### src/rtl/vga_sync_gen.sv
// 640x480@60 VGA raster generator: pixel-rate divider, sx/sy counters, frame counter,
// and a one-pixel registered output stage that keeps sync and blanked colour aligned.
module vga_sync_gen #(
  parameter int CLK_DIV  = 4,
  parameter int H_ACTIVE = 640,
  parameter int H_FP     = 16,
  parameter int H_SYNC   = 96,
  parameter int H_BP     = 48,
  parameter int V_ACTIVE = 480,
  parameter int V_FP     = 10,
  parameter int V_SYNC   = 2,
  parameter int V_BP     = 33
) (
  input  logic       clk,
  input  logic       rst_n,
  input  logic [2:0] in_r,
  input  logic [2:0] in_g,
  input  logic [1:0] in_b,
  output logic [9:0] sx,
  output logic [9:0] sy,
  output logic       active,
  output logic       pix_tick,
  output logic       frame_start,
  output logic [7:0] frame_count,
  output logic       hsync,
  output logic       vsync,
  output logic [2:0] vga_r,
  output logic [2:0] vga_g,
  output logic [1:0] vga_b
);

  localparam int H_TOTAL = H_ACTIVE + H_FP + H_SYNC + H_BP;
  localparam int V_TOTAL = V_ACTIVE + V_FP + V_SYNC + V_BP;
  // Keep the divider at least one bit wide so CLK_DIV=1 still elaborates.
  localparam int DW = (CLK_DIV > 1) ? $clog2(CLK_DIV) : 1;

  localparam logic [DW-1:0] DIV_LAST = DW'(CLK_DIV - 1);
  localparam logic [9:0] H_LAST = 10'(H_TOTAL - 1);
  localparam logic [9:0] V_LAST = 10'(V_TOTAL - 1);
  localparam logic [9:0] H_ACT  = 10'(H_ACTIVE);
  localparam logic [9:0] V_ACT  = 10'(V_ACTIVE);
  localparam logic [9:0] HS_BEG = 10'(H_ACTIVE + H_FP);
  localparam logic [9:0] HS_END = 10'(H_ACTIVE + H_FP + H_SYNC - 1);
  localparam logic [9:0] VS_BEG = 10'(V_ACTIVE + V_FP);
  localparam logic [9:0] VS_END = 10'(V_ACTIVE + V_FP + V_SYNC - 1);

  logic [DW-1:0] div;
  logic          hs_raw;
  logic          vs_raw;

  assign pix_tick    = (div == DIV_LAST);
  assign active      = (sx < H_ACT) && (sy < V_ACT);
  assign frame_start = pix_tick && (sx == 10'd0) && (sy == 10'd0);
  assign hs_raw      = !((sx >= HS_BEG) && (sx <= HS_END));
  assign vs_raw      = !((sy >= VS_BEG) && (sy <= VS_END));

  always_ff @(posedge clk or negedge rst_n) begin
    if (!rst_n) begin
      div <= '0;
    end else if (pix_tick) begin
      div <= '0;
    end else begin
      div <= div + DW'(1);
    end
  end

  always_ff @(posedge clk or negedge rst_n) begin
    if (!rst_n) begin
      sx          <= '0;
      sy          <= '0;
      frame_count <= '0;
    end else if (pix_tick) begin
      if (sx == H_LAST) begin
        sx <= '0;
        if (sy == V_LAST) begin
          sy          <= '0;
          frame_count <= frame_count + 8'd1;
        end else begin
          sy <= sy + 10'd1;
        end
      end else begin
        sx <= sx + 10'd1;
      end
    end
  end

  // Colour is sampled on the tick that leaves the pixel, so it lands with that pixel's sync.
  always_ff @(posedge clk or negedge rst_n) begin
    if (!rst_n) begin
      hsync <= 1'b1;
      vsync <= 1'b1;
      vga_r <= '0;
      vga_g <= '0;
      vga_b <= '0;
    end else if (pix_tick) begin
      hsync <= hs_raw;
      vsync <= vs_raw;
      vga_r <= active ? in_r : 3'd0;
      vga_g <= active ? in_g : 3'd0;
      vga_b <= active ? in_b : 2'd0;
    end
  end

endmodule

### config.mk
export PLATFORM = sky130hd
export DESIGN_NAME = vga_sync_gen
export DESIGN_NICKNAME = d
export VERILOG_FILES = /design/src/rtl/vga_sync_gen.sv
export SDC_FILE = /design/constraint.sdc
export NUM_CORES = 1
export LEC_CHECK = 0
export BUFFER_PORTS_ARGS = -buffer_cell sky130_fd_sc_hd__buf_2
export CAP_MARGIN = 20
export CORE_MARGIN = 2
export CORE_UTILIZATION = 50
export CTS_CLUSTER_SIZE = 28
export DETAILED_ROUTE_END_ITERATION = 7
export GPL_ROUTABILITY_DRIVEN = 1
export PLACE_DENSITY = 0.76
export SLEW_MARGIN = 30
export SYNTH_ARGS = -nofsm -noshare
export SYNTH_HDL_FRONTEND = slang
export SYNTH_SLANG_ARGS = --single-unit
### constraint.sdc
create_clock -name clk -period 5.4 [get_ports clk]
set_input_delay 0.81 -clock clk [delete_from_list [all_inputs] [get_ports clk]]
set_output_delay 0.81 -clock clk [all_outputs]
set_load 0.02 [all_outputs]
==> results.tsv <==
stage	metric	value	unit
floorplanning	Die H	66.9	µm
drt	via count	1584	
clock_network	# clock sinks	40	
clock_network	clk root buf	clkbuf_8	
clock_network	CTS tree	built	
drt	Antenna Violating Nets Remaining	0	
grt	GRT overflow	0	
setup_path	R2R depth	5	
clock_network	Clock Path Buffers	2	
logic_synthesis	Async SR Flop Fraction	1.00	
finish	Reg area	1000	µm²
logic_synthesis	Synth top area share	0.480	
timing	worst-margin pin slew	504	ps
grt	first-pass GRT wire length	6.53	mm
drt	violation count after the first detailed-route iteration	71	
logic_synthesis	Yosys reg bits	40	
setup_path	CP Launch Type	flop	
setup_path	CP Class	reg -> out	
timing	Final Skew	9.75	ps
placed_design	HPWL Detailed	2.85	mm
setup_path	Worst EP required	4590	ps
power_and_ir_drop	VDD IR max	0.000157	V
floorplanning	core box area	3740	µm²
setup_path	reg2reg end	frame_count[1]	
grt	met3 Track Usage GR	0.0439	
clock_network	Post-CTS Setup Bufs	0	
logic_synthesis	EDFF count, synth	0	
logic_synthesis	Main synth FF type	dfrtp_1	
placed_design	global placement routability congestion	0.833	
timing	maximum clock rate	376	MHz
drt	DR DRC count	0	
timing	TNS Setup	0	ps
clock_network	post_cts resized	0	
floorplanning	Total Die Area	4480	µm²
clock_network	H-tree depth	2	
grt	GRT Total Usage	0.193	
grt	GR Util met2	0.324	
drt	DR pass1 iterations	4	
logic_synthesis	post-synthesis sequential area ratio	0.507	
drt	vias per std cell	5.37	
grt	met1 usage	0.251	
drt	aggregate routed wire length	4.01	mm
logic_synthesis	Post-Syn Area per Cell	10.0	µm²
flow_run	Max Cap Violations	0	
timing	final hold viol count	0	
hold_path	Hold Path Depth	1	
timing	setup violators final	0	
clock_network	TritonCTS buffer count	5	
floorplanning	die width	66.9	µm
floorplanning	Initial Util	0.529	
clock_network	Hold Buf Count CTS	0	
setup_path	CP max stage cell	dfrtp_1	
hold_path	Worst Hold Path EP	div[0]	
logic_synthesis	Cell Area, Synth	1980	µm²
power_and_ir_drop	Pleak	1.14	nW
timing	Tmin final	2660	ps
finish	diode count	0	
finish	Layout Utilization	0.626	
setup_path	Crit Path Max Fanout	4	
power_and_ir_drop	Cell Pwr Density	226	nW/µm²
timing	RSZ-0062 raised after global routing	false	
clock_network	clock-pin slew on the worst setup and hold paths	80	ps
grt	GR peak layer	met2	
logic_synthesis	area leader, netlist	dfrtp_1	
drt	routed length per instance	13.6	µm
setup_path	CP Cell Sequence	inv_1 > ha_1 > nor4b_2 > nand4_1 > and4b_1 > buf_2	
timing	Slew Viols, Final	0	
grt	largest net degree at the start of global routing	41	
timing	fin crit share	0.493	
placed_design	IO buf count	50	
setup_path	CP bufs+invs	2	
setup_path	launching point of the worst reg2reg path	div[0]	
logic_synthesis	Cells after Synth	198	
setup_path	CP arrival	1850	ps
finish	filler cell count	344	
logic_synthesis	Yosys warnings	0	
grt	vias in the first global route	1435	
finish	Multi-input gate area	871	µm²
logic_synthesis	largest cells by area after synthesis	dfrtp_1 (48%), xnor2_1 (5.3%), ha_1 (3.8%), nand2_1 (3.8%), inv_1 (3.2%)	
finish	Final #Nets	262	
timing	Worst slew margin	0.664	
hold_path	min-delay worst type	reg -> reg	
setup_path	Worst path max stage delay	420	ps
logic_synthesis	Yosys cell types	39	
floorplanning	Std-Cell Rows	22	
setup_path	crit-path leading delay family	simple AND/OR/NAND/NOR gates	
setup_path	reg-to-reg slack, setup	3150	ps
grt	initial antenna violation count	0	
setup_path	crit path capture type	output pin	
floorplanning	# IOs	51	
finish	synthesis-to-finish area growth	18.4	%
logic_synthesis	syn nets	214	
outcome	status	finished, final reports clean	
clock_network	worst skew pair latency	290	ps
finish	share of post-route cells with drive strength above 1	0.271	
hold_path	hold path start	div[0]	
-- synth_stat cells, types with 2 or more instances --
cell type,n
xor2_1,6
and2_1,3
a21oi_1,3
nor3_1,3
nand4_2,2
dfrtp_1,38
dfstp_2,2
and3_1,4
o21ai_0,10
xnor2_1,12
nand4_1,7
o22ai_1,9
buf_2,3
nand2_1,20
nor4_1,4
clkbuf_1,4
inv_1,17
nor2_1,9
and4_1,4
ha_1,6
nand3_1,12
or3_1,3
-- state kept, by name, summed over array words and instances (netlist names) --
name	flops
div	2
vsync	1
frame_count	8
hsync	1
sx	10
vga_r	3
vga_b	2
sy	10
vga_g	3
-- stage by stage --
step,hold WS (ps),cells,instance area [µm²],power (mW),worst slack (ps)
after floorplan,403,198,1980,0.316,3060
after global placement,414,287,2250,0.329,2940
after detailed placement,420,287,2250,0.329,2870
after CTS,431,295,2340,0.536,2680
after global routing,464,295,2340,0.551,2590
final,431,295,2340,0.530,2740
-- worst max path at each step --
stage                      start        endpoint  slack [ps]  cells after the start
after floorplan            sy[5]          active        3060                      4
after global placement    div[0]  frame_count[1]        2940                      5
after detailed placement  div[0]  frame_count[1]        2870                      5
after CTS                 div[0]     frame_start        2680                      3
after global routing       sy[1]     frame_start        2590                      6
final                      sy[0]     frame_start        2740                      6
-- kinds of logic (layout without fill, tap and decap cells) --
| group | Yosys count | count (layout) | synth area share |
|---|---|---|---|
| compound gates | 26 | 26 | 0.0777 |
| xor+xnor | 18 | 18 | 0.0796 |
| fa+ha+maj | 6 | 6 | 0.0379 |
| buf+inv | 26 | 75 | 0.0550 |
| flops | 40 | 40 | 0.507 |
| mux | 1 | 1 | 0.00569 |
| simple gates | 81 | 81 | 0.238 |
-- layout make-up --
class,instances,area share
Clock inverter,1,0.00320
Inverter,17,0.0272
Multi-Input combinational cell,132,0.371
Timing Repair Buffer,50,0.108
Clock buffer,7,0.0368
Sequential cell,40,0.428
Tap cell,48,0.0256
-- metal layers --
metal,vias up,routed length [µm]
met3,3,167
met1,756,1860
met4,0,27
met2,39,1960
li1,786,-
met5,-,0
-- power by group --
part           internal [mW]  switching, mW  leakage, nW
sequential             0.302        0.00150        0.519
clock                  0.104          0.104       0.0445
combinational        0.00621         0.0126        0.578
-- placed cells by master (no fill, tap or decap), drive strengths merged --
cell type	netlist	routed
a21boi	1	1
a21oi	3	3
a41oi	1	1
and2	3	3
and3	4	4
and4	4	4
and4b	1	1
and4bb	1	1
buf	5	50
clkbuf	4	7
clkinvlp	0	1
dfrtp	38	38
dfstp	2	2
ha	6	6
inv	17	17
mux2	1	1
nand2	20	20
nand2b	1	1
nand3	12	12
nand4	9	9
nand4b	1	1
nor2	10	10
nor3	3	3
nor3b	1	1
nor4	5	5
nor4b	1	1
o21a	1	1
o21ai	10	10
o22a	1	1
o22ai	9	9
or3	3	3
or3b	1	1
or4	1	1
xnor2	12	12
xor2	6	6
No activity file was read; power rests on OpenSTA's default activity.
